<file path="config.mk">
export PLATFORM = sky130hd
export DESIGN_NAME = pe_8ip_seq_ctrl
export DESIGN_NICKNAME = d
export VERILOG_FILES = /design/src/rtl/pe_8ip_seq_ctrl_pkg.sv /design/src/rtl/pe_8ip_seq_ctrl_phase_cnt.sv /design/src/rtl/pe_8ip_seq_ctrl.sv
export SDC_FILE = /design/constraint.sdc
export NUM_CORES = 1
export LEC_CHECK = 0
export ABC_AREA = 1
export CAP_MARGIN = 30
export CORE_UTILIZATION = 45
export DETAILED_ROUTE_END_ITERATION = 6
export DONT_BUFFER_PORTS = 1
export GPL_TIMING_DRIVEN = 0
export PLACE_DENSITY = 0.7
export SLEW_MARGIN = 20
export SYNTH_ARGS = -nofsm -noshare
export SYNTH_HDL_FRONTEND = slang
export SYNTH_SLANG_ARGS = --single-unit
</file>
<file path="constraint.sdc">
create_clock -name clock -period 1.58 [get_ports clock]
set_input_delay 0.158 -clock clock [delete_from_list [all_inputs] [get_ports clock]]
set_output_delay 0.158 -clock clock [all_outputs]
set_load 0.005 [all_outputs]
</file>
<file path="src/rtl/pe_8ip_seq_ctrl_pkg.sv">
// Shared types and constants for the PE_8IP sequencer: state encoding,
// mux select / addsub op codes and the packed select patterns per phase.
package pe_seq_pkg;

    typedef enum logic [2:0] {
        ST_IDLE  = 3'd0,
        ST_L1    = 3'd1,
        ST_AGGR  = 3'd2,
        ST_DRAIN = 3'd3,
        ST_DONE  = 3'd4
    } seq_state_e;

    localparam logic [1:0] SEL_XY   = 2'd0;
    localparam logic [1:0] SEL_MULT = 2'd1;
    localparam logic [1:0] SEL_AGGR = 2'd2;
    localparam logic [1:0] SEL_ZERO = 2'd3;

    localparam logic [1:0] OP_ADD = 2'd0;
    localparam logic [1:0] OP_SUB = 2'd1;

    // Packed as {m9, m8, m7 .. m0}
    localparam logic [19:0] STOP_SEL = {SEL_AGGR, SEL_AGGR, {8{SEL_ZERO}}};
    localparam logic [19:0] L1_SEL   = {SEL_XY, SEL_XY, {4{SEL_XY}}, {4{SEL_MULT}}};
    localparam logic [19:0] AGGR_SEL = {SEL_XY, SEL_XY, {4{SEL_AGGR}}, {4{SEL_MULT}}};

    localparam logic [3:0] L1_OPS   = {OP_SUB, OP_SUB};
    localparam logic [3:0] AGGR_OPS = {OP_ADD, OP_ADD};

endpackage

</file>
<file path="src/rtl/pe_8ip_seq_ctrl_phase_cnt.sv">
// Loadable down-counter with zero flag; saturates at zero instead of wrapping.
module pe_seq_phase_cnt #(
    parameter int CNT_W = 8
) (
    input  logic             clock,
    input  logic             reset,
    input  logic             i_load,
    input  logic [CNT_W-1:0] i_load_val,
    input  logic             i_dec,
    output logic             o_zero
);

    logic [CNT_W-1:0] r_cnt;

    always_ff @(posedge clock or negedge reset) begin
        if (!reset) begin
            r_cnt <= '0;
        end else if (i_load) begin
            r_cnt <= i_load_val;
        end else if (i_dec && (r_cnt != '0)) begin
            r_cnt <= r_cnt - 1'b1;
        end
    end

    assign o_zero = (r_cnt == '0);

endmodule

</file>
<file path="src/rtl/pe_8ip_seq_ctrl.sv">
// Sequencer for one PE_8IP processing element: L1 -> AGGR -> DRAIN -> capture.
// Define PE_SEQ_CHECK_EN to add the io_expected / io_pass result compare.
module pe_8ip_seq_ctrl
    import pe_seq_pkg::*;
#(
    parameter int L1_CYCLES    = 30,
    parameter int AGGR_CYCLES  = 76,
    parameter int DRAIN_CYCLES = 2,
    parameter int CNT_W        = 8
) (
    input  logic        clock,
    input  logic        reset,
    input  logic        io_start,
    input  logic        io_abort,
    input  logic        io_mode_int,
    input  logic [2:0]  io_rounding,
    input  logic [31:0] io_pe_out,
    output logic [19:0] io_m_sel,
    output logic [3:0]  io_addsub_op,
    output logic        io_use_int,
    output logic        io_tininess,
    output logic [2:0]  io_rounding_o,
    output logic        io_busy,
    output logic        io_done,
    output logic [31:0] io_result
`ifdef PE_SEQ_CHECK_EN
    ,
    input  logic [31:0] io_expected,
    output logic        io_pass
`endif
);

    localparam logic [CNT_W-1:0] L1_LOAD    = CNT_W'(L1_CYCLES - 1);
    localparam logic [CNT_W-1:0] AGGR_LOAD  = CNT_W'(AGGR_CYCLES - 1);
    localparam logic [CNT_W-1:0] DRAIN_LOAD = CNT_W'(DRAIN_CYCLES - 1);

    seq_state_e       r_state;
    seq_state_e       w_next;
    logic             w_load;
    logic [CNT_W-1:0] w_load_val;
    logic             w_dec;
    logic             w_zero;
    logic             w_capture;
    logic             w_accept;
    logic             r_mode_int;
    logic [2:0]       r_rounding;
    logic [31:0]      r_result;

    pe_seq_phase_cnt #(.CNT_W(CNT_W)) u_phase_cnt (
        .clock      (clock),
        .reset      (reset),
        .i_load     (w_load),
        .i_load_val (w_load_val),
        .i_dec      (w_dec),
        .o_zero     (w_zero)
    );

    always_ff @(posedge clock or negedge reset) begin
        if (!reset) begin
            r_state <= ST_IDLE;
        end else begin
            r_state <= w_next;
        end
    end

    // Abort is checked before counter expiry so it wins in the same cycle.
    always_comb begin
        w_next     = r_state;
        w_load     = 1'b0;
        w_load_val = '0;
        w_capture  = 1'b0;
        w_accept   = 1'b0;
        case (r_state)
            ST_IDLE: begin
                if (io_start) begin
                    w_accept   = 1'b1;
                    w_load     = 1'b1;
                    w_load_val = L1_LOAD;
                    w_next     = ST_L1;
                end
            end
            ST_L1: begin
                if (io_abort) begin
                    w_next = ST_IDLE;
                end else if (w_zero) begin
                    w_load     = 1'b1;
                    w_load_val = AGGR_LOAD;
                    w_next     = ST_AGGR;
                end
            end
            ST_AGGR: begin
                if (io_abort) begin
                    w_next = ST_IDLE;
                end else if (w_zero) begin
                    w_load     = 1'b1;
                    w_load_val = DRAIN_LOAD;
                    w_next     = ST_DRAIN;
                end
            end
            ST_DRAIN: begin
                if (io_abort) begin
                    w_next = ST_IDLE;
                end else if (w_zero) begin
                    w_capture = 1'b1;
                    w_next    = ST_DONE;
                end
            end
            ST_DONE: begin
                w_next = ST_IDLE;
            end
            default: begin
                w_next = ST_IDLE;
            end
        endcase
    end

    assign w_dec = (r_state == ST_L1) || (r_state == ST_AGGR) || (r_state == ST_DRAIN);

    // DRAIN keeps the add ops left over from AGGR, which are the idle value too.
    always_comb begin
        io_m_sel     = STOP_SEL;
        io_addsub_op = AGGR_OPS;
        case (r_state)
            ST_L1: begin
                io_m_sel     = L1_SEL;
                io_addsub_op = L1_OPS;
            end
            ST_AGGR: begin
                io_m_sel     = AGGR_SEL;
                io_addsub_op = AGGR_OPS;
            end
            default: begin
                io_m_sel     = STOP_SEL;
                io_addsub_op = AGGR_OPS;
            end
        endcase
    end

    always_ff @(posedge clock or negedge reset) begin
        if (!reset) begin
            r_mode_int <= 1'b0;
            r_rounding <= 3'd0;
        end else if (w_accept) begin
            r_mode_int <= io_mode_int;
            r_rounding <= io_rounding;
        end
    end

    always_ff @(posedge clock or negedge reset) begin
        if (!reset) begin
            r_result <= '0;
        end else if (w_capture) begin
            r_result <= io_pe_out;
        end
    end

`ifdef PE_SEQ_CHECK_EN
    logic r_pass;

    always_ff @(posedge clock or negedge reset) begin
        if (!reset) begin
            r_pass <= 1'b0;
        end else if (w_capture) begin
            r_pass <= (io_pe_out == io_expected);
        end
    end

    assign io_pass = r_pass;
`endif

    assign io_use_int    = r_mode_int;
    assign io_rounding_o = r_rounding;
    assign io_tininess   = 1'b1;
    assign io_busy       = w_dec;
    assign io_done       = (r_state == ST_DONE);
    assign io_result     = r_result;

endmodule

</file>
==> flow_summary.rst, run 1 <==
.. list-table::
   :header-rows: 1

   * - Metric
     - Value
   * - Worst hold start
     - io_pe_out[23]
   * - Sequential fraction of the synthesis area
     - 0.506
   * - Setup skew after layout
     - 2.23 ps
   * - Initial standard-cell utilization of the core
     - 0.479
   * - Final Worst Setup Slack
     - roughly 50 ps
   * - Top_reg_cell synth
     - dfrtp_1
   * - Post-synth top area cell
     - dfrtp_1
   * - Cell area after layout
     - 3050 sq um
   * - Post-synth top area share
     - 0.506
   * - Pin count of the biggest net entering global routing
     - 48
   * - Ys async rst share
     - 1.00
   * - Final clock period utilization by the worst path
     - 0.968
   * - Deepest level of the CTS H-tree
     - 2
   * - Gate count after technology mapping
     - 281
   * - Yosys warnings
     - 0
   * - Horiz. Die Dim
     - 73.8 um
   * - Number of cells after detailed placement
     - 355
   * - Clock insertion delay at the later pin of the skew report
     - 300 ps
   * - Routed WL per cell
     - 14.1 um
   * - Distinct cell type count of the synthesized netlist
     - 23
   * - Sort of element at the start of the critical path
     - register
   * - Antenna cell count
     - 0
   * - Violation count after the first detailed-route iteration
     - 126
   * - Run status
     - complete, no violations
   * - Clock tree from TritonCTS
     - done
   * - Worst-path clk slew
     - 90 ps
   * - Max-slew violation total from the final report
     - 0
   * - Startpoint of the worst setup timing path
     - u_phase_cnt.r_cnt[0]$_DFFE_PN0P_
   * - Number of flip-flops and latches in the synthesized netlist
     - 47
   * - Height of the die
     - between 70 and 80 um
   * - Maximum clock insertion buffer count
     - 2
   * - Maximum clock frequency
     - 654 MHz
   * - Routability cong.
     - around 0.86
   * - Total clock buffers created by CTS
     - 5
   * - Power per standard cell area
     - 1300 nW/um^2
   * - Post-DRT Antenna Nets
     - 0
   * - Vias per inst
     - 4.95
   * - Vias in the first global route
     - 1,801
   * - Kind of end point of the critical path
     - register
   * - Final setup violation count
     - 0
   * - DR DRC count
     - 0
   * - Syn_area_per_cell
     - 8.26 sq um
   * - Initial antenna violation count
     - 0
   * - Max-cap check violation count
     - 0
   * - Num ports
     - 103
   * - Dpl ws
     - -192 ps
   * - Placed standard-cell area
     - roughly 2400 sq um
   * - Via Count
     - 2,001
   * - VDD IR max
     - about 800 uV
   * - Critical Path AT
     - approximately 1800 ps
   * - Gr ovfl total
     - 0
   * - Number of enable-type register cells in the synthesized netlist
     - 0
   * - Post-Synthesis Cell Area
     - around 2300 sq um
   * - Num rows
     - 25
   * - Ranking of synthesized cells by area
     - dfrtp_1 (51%), nand2_1 (17%), nand3_1 (9.3%), buf_4 (7.1%), inv_1 (2.9%)
   * - Non-filler cells, final
     - 404
   * - Biggest fanout along the worst timing path
     - 10
   * - Sum of routed wire length over all layers
     - around 5700 um
   * - Hold violation count in the final report
     - 0
   * - Worst reg2reg path depth
     - 8
   * - Reg-to-reg startpoint
     - u_phase_cnt.r_cnt[0]$_DFFE_PN0P_
   * - Wire length of the first global-routing pass
     - ~8600 um
   * - Setup Crit Path Kind
     - register to register
   * - Required time at the worst-slack endpoint
     - 1820 ps
   * - Final #Nets
     - 378
   * - Worst Hold Path Cells
     - 2
   * - Clock tree sinks
     - 47
   * - DR pass1 iterations
     - 5
   * - Clock period minus worst slack
     - 1530 ps
   * - Class of the worst hold path
     - input pin to register
   * - Placeable core area
     - 4850 sq um
   * - Final HPWL from detailed placement
     - 3440 um
   * - Fraction of layout cells with a size suffix above 1
     - 0.240
   * - Total die area
     - 5450 sq um
   * - Number of buffers inserted by port buffering
     - 0
   * - CP max stage delay
     - approximately 410 ps
   * - Total track usage
     - 0.212
   * - Static leakage
     - 1.64 nW
   * - Cells traversed along the worst timing path
     - inv_2 > ha_4 > nand2_2 > nor2_4 > buf_4 > clkbuf_2 > nand3_1 > nand2_1
   * - Clock tree root driver cell
     - clkbuf_8
   * - CP max stage cell
     - dfrtp_1
   * - Layout Area Growth over Synthesis
     - 31.4%
   * - Total negative setup slack
     - 0 ps
[sequential cells by signal (all words and copies together) (netlist names)]
name,flops
r_state,3
u_phase_cnt.r_cnt,8
io_use_int,1
io_rounding_o,3
io_result,32
[routing by layer]
| metal | vias to the layer above | track usage | part of all wire |
|---|---|---|---|
| met4 | 0 | 0.0577 | 0.023 |
| met3 | 18 | 0.0590 | 0.066 |
| met2 | 98 | 0.350 | 0.50 |
| met1 | 925 | 0.275 | 0.41 |
| met5 | - | 0 | 0 |
| li1 | 960 | - | - |
[metrics by stage]
step	hold WS [ps]	utilization	power (W)
2_1_floorplan	-138	-	0.00265
3_3_place_gp	-136	0.502	0.00284
3_5_place_dp	-136	0.502	0.00288
4_1_cts	0.303	0.603	0.00374
5_1_grt	0.182	0.629	0.00424
6_report	2.19	0.629	0.00396
[what timing repair did]
action	4_1_cts	5_1_grt
hold buffers	29	0
gates cloned	1	0
endpoints found under the hold margin	74	0
setup endpoints to repair	49	46
buffers inserted	4	7
gates resized for setup	20	22
pin swaps	2	4
[power breakdown]
part           total [W]  switching, W  internal (W)
Combinational    0.00169      0.000927      0.000759
Sequential       0.00155      0.000172       0.00138
Clock           0.000718      0.000408      0.000310
Total            0.00396       0.00151       0.00245
[critical path, delay by kind of cell, from the launching register on]
kind | cells | cell delay [ps]
and+or+nand+nor | 4 | 440
buffers and inverters | 3 | 480
adders and majority gates | 1 | 140
DFF | 1 | 410
[final cells by class]
class,count,area [sq um]
Fill cell,409,1800
Inverter,19,71.3
Clock inverter,2,12.5
Multi-Input combinational cell,190,973
Sequential cell,47,1180
Buffer,32,236
Timing Repair Buffer,41,422
Tap cell,67,83.8
Clock buffer,6,72.6
[layout by cell type, fill, tap and decap left out, drive strengths merged, types with 3 or more instances in the layout]
master       count
buf             43
clkbuf           8
conb             9
dfrtp           47
dlygate4sd3     28
inv             19
mux2             4
nand2          108
nand3           44
nand4            3
nor2            12
[final timing paths]
kind / end / slack, ps
min: io_result[23]$_DFFE_PN0P_ / 2
max: io_result[1]$_DFFE_PN0P_ / 50
min in group asynchronous: io_result[15]$_DFFE_PN0P_ / 350
min reg2reg: io_result[7]$_DFFE_PN0P_ / 500
max reg2reg: io_result[1]$_DFFE_PN0P_ / 50
max in group asynchronous: io_result[6]$_DFFE_PN0P_ / 1020
[cells in the mapped netlist, types with 3 or more instances]
master	n
nand3_1	43
nand4_1	3
nor2_1	11
dfrtp_1	47
clkbuf_1	3
inv_1	18
nand2_1	106
mux2_2	4
buf_2	7
buf_4	22
[cell families after synthesis]
family	synth area share
flops	0.506
compound gates	0.00808
buf+inv	0.122
mux	0.0194
xor+xnor	0.0113
fa+ha+maj	0.0108
other cells	0.00323
simple gates	0.319
Note: power is estimated with default switching activity, not from simulation.
==> inputs of run 2 (changes only) <==
--- a/config.mk
+++ b/config.mk
@@ -11,6 +11,7 @@
 export DETAILED_ROUTE_END_ITERATION = 6
 export DONT_BUFFER_PORTS = 1
 export GPL_TIMING_DRIVEN = 0
+export HOLD_SLACK_MARGIN = 0.1
 export PLACE_DENSITY = 0.7
 export SLEW_MARGIN = 20
 export SYNTH_ARGS = -nofsm -noshare
==> run 2 against run 1 <==
  * Setup slack lost 5.8 ps
  * Clock power hardly changed
  * Sequential power hardly changed
  * Non-clock buffer count grew 11
  * Wire length grew 4.4%
  * Utilization rose by 2.2 points
  * Cell count increased by 2.7%
  * Sequential cell count is the same
  * Die area stayed put
  * Critical endpoint is now io_result[22]$_DFFE_PN0P_
  * Largest power group unchanged
  * Highest routed layer unchanged
==> flow_summary.rst, run 2 (synthesis results as in run 1) <==
.. list-table::
   :header-rows: 1

   * - Metric
     - Value
   * - Total negative setup slack
     - 0 ps (unchanged)
   * - Combinational Power Share
     - 0.430 (was 0.426)
   * - Via Count
     - 2,026 (was 2,001)
   * - Number of flip-flops under the largest register name
     - 32 (unchanged)
   * - Maximum clock insertion buffer count
     - 2 (unchanged)
   * - Post-DRT Antenna Nets
     - 0 (unchanged)
   * - Overall Power
     - 0.00398 W (was 0.00396 W)
   * - Hold violation count in the final report
     - 0 (unchanged)
   * - Pin count of the biggest net entering global routing
     - 48 (unchanged)
   * - Total die area
     - 5450 sq um (unchanged)
   * - Final #Nets
     - 389 (was 378)
   * - Clock tree sinks
     - 47 (unchanged)
   * - Routability cong.
     - 0.858 (unchanged)
   * - Max-cap check violation count
     - 0 (unchanged)
   * - Maximum clock frequency
     - 651 MHz (was 654 MHz)
   * - GRT met1 Usage
     - 0.277 (was 0.275)
   * - Final HPWL from detailed placement
     - 3440 um (unchanged)
   * - Vias per inst
     - 4.88 (was 4.95)
   * - Initial antenna violation count
     - 0 (unchanged)
   * - VDD IR max
     - 823 uV (was 803 uV)
   * - Placeable core area
     - 4850 sq um (unchanged)
   * - GR peak layer
     - met2 (unchanged)
   * - Final clock period utilization by the worst path
     - 0.972 (was 0.968)
   * - Number of cells after detailed placement
     - 355 (unchanged)
   * - Setup repair after global routing missed its margin
     - yes
   * - Worst-path clk slew
     - 90 ps (about the same)
   * - Clock insertion delay at the later pin of the skew report
     - 300 ps (about the same)
   * - Routed WL per cell
     - 14.3 um (was 14.1 um)
   * - Deepest level of the CTS H-tree
     - 2 (unchanged)
   * - Commonest cells after routing, fill and taps aside
     - nand2_1 (102), dfrtp_1 (45), nand3_1 (41) (was nand2_1 (102), dfrtp_1 (45), nand3_1 (40))
   * - Total internal power
     - 0.00247 W (was 0.00245 W)
   * - Clock tree from TritonCTS
     - done (unchanged)
   * - Kind of end point of the critical path
     - register (unchanged)
   * - Initial standard-cell utilization of the core
     - 0.479 (unchanged)
   * - Layout Area Growth over Synthesis
     - 35.9% (was 31.4%)
   * - Setup Crit Path Kind
     - register to register (unchanged)
   * - Violation count after the first detailed-route iteration
     - 112 (was 126)
   * - Net switching power
     - 0.00152 W (was 0.00151 W)
   * - Biggest fanout along the worst timing path
     - 10 (unchanged)
   * - Sum of routed wire length over all layers
     - 5950 um (was 5700 um)
   * - Wire length of the first global-routing pass
     - 8920 um (was 8630 um)
   * - Static leakage
     - 1.68 nW (was 1.64 nW)
   * - Sort of element at the start of the critical path
     - register (unchanged)
   * - Power per standard cell area
     - 1260 nW/um^2 (was 1300 nW/um^2)
   * - Most common cell after layout, fill and taps aside
     - nand2_1 (unchanged)
   * - Max-slew violation total from the final report
     - 0 (unchanged)
   * - Vias in the first global route
     - 1,875 (was 1,801)
   * - Class of the worst hold path
     - input pin to register (unchanged)
   * - Gr ovfl total
     - 0 (unchanged)
   * - Num rows
     - 25 (unchanged)
   * - Non-filler cells, final
     - 415 (was 404)
   * - Clock network power share
     - 0.180 (was 0.181)
   * - Fraction of layout cells with a size suffix above 1
     - 0.230 (was 0.240)
   * - Number of buffers inserted by port buffering
     - 0 (unchanged)
   * - Horiz. Die Dim
     - 73.8 um (unchanged)
   * - Run status
     - complete, no violations (unchanged)
   * - Met2 track demand over resource in global routing
     - 0.367 (was 0.350)
   * - Clock tree root driver cell
     - clkbuf_8 (unchanged)
   * - Height of the die
     - 73.8 um (unchanged)
   * - Critical Path AT
     - 1770 ps (about the same)
   * - Num ports
     - 103 (unchanged)
   * - Clock period minus worst slack
     - 1540 ps (was 1530 ps)
   * - DR pass1 iterations
     - 4 (was 5)
   * - Total track usage
     - 0.220 (was 0.212)
   * - Required time at the worst-slack endpoint
     - 1820 ps (about the same)
   * - Switching share of power
     - 0.381 (about the same)
   * - GR Layer Usage met3
     - 0.0576 (was 0.0590)
   * - Final setup violation count
     - 0 (unchanged)
   * - Setup skew after layout
     - 4.66 ps (was 2.23 ps)
   * - DR DRC count
     - 0 (unchanged)
   * - Total clock buffers created by CTS
     - 5 (unchanged)
   * - Portion of total power attributed to sequential cells
     - 0.390 (was 0.393)
   * - Antenna cell count
     - 0 (unchanged)
-- run 2: cell count changes in the layout (fill, tap and decap cells not counted) --
| cell | change |
|---|---|
| dlygate4sd3_1 | +11 |
| clkbuf_2 | +2 |
| nand3_1 | +1 |
| buf_2 | -2 |
| nand3_2 | -1 |
-- run 2: worst paths after layout --
check	depth (start not counted)	slack [ps]	endpoint	from
worst max-delay path	8	40	io_result[22]$_DFFE_PN0P_	u_phase_cnt.r_cnt[0]$_DFFE_PN0P_
worst min-delay path	3	150	u_phase_cnt.r_cnt[6]$_DFFE_PN0P_	io_abort
worst max register to register	8	40	io_result[22]$_DFFE_PN0P_	u_phase_cnt.r_cnt[0]$_DFFE_PN0P_
worst min register to register	2	500	io_result[7]$_DFFE_PN0P_	io_result[7]$_DFFE_PN0P_
max in group asynchronous	2	1020	io_result[23]$_DFFE_PN0P_	reset
min in group asynchronous	2	350	io_result[12]$_DFFE_PN0P_	reset
-- run 2: layer usage --
metal | up-vias | wire length, um
met3 | 12 | 337
li1 | 981 | -
met1 | 948 | 2440
met5 | - | 0
met4 | 0 | 121
met2 | 85 | 3050
-- run 2: through the flow --
step	utilization	setup WS (ps)	cell area, sq um	hold slack, ps
global placement	0.502	-152	2430	-136
finish	0.651	44.0	3160	148
CTS	0.626	2.93	3030	141
floorplan	-	156	2350	-138
global route	0.651	-63.7	3160	145
detailed placement	0.502	-192	2430	-136
-- run 2: repair_timing --
item | in CTS | in global routing
hold buffers | 40 | 0
endpoints found under the setup margin | 49 | 46
gates resized for setup | 20 | 19
hold endpoints to repair | 86 | 0
gates cloned | 1 | 0
setup buffers | 4 | 7
pin swaps | 2 | 3
-- run 2: cell type report --
cell class / count / area (sq um)
Fill cell: 394 / 1690
Sequential cell: 47 / 1180
Multi-Input combinational cell: 190 / 968
Timing Repair Buffer: 52 / 532
Buffer: 32 / 236
Tap cell: 67 / 83.8
Clock buffer: 6 / 72.6
Inverter: 19 / 71.3
Clock inverter: 2 / 12.5
-- run 2: critical path: stages, from the launching register on --
cell and delay, ps:
dfrtp_1 410, inv_2 110, ha_4 140, nand2_2 70, nor2_4 170, buf_6 150, clkbuf_2 210, nand3_1 110
nand2_1 90
-- run 2: power by group through the flow --
stage	Clock [W]	Sequential, W	Combinational (W)
after floorplan	0	0.00151	0.00113
after global placement	0	0.00154	0.00130
after detailed placement	0	0.00155	0.00133
after CTS	0.000727	0.00154	0.00150
after global routing	0.000785	0.00158	0.00191
final	0.000718	0.00155	0.00171
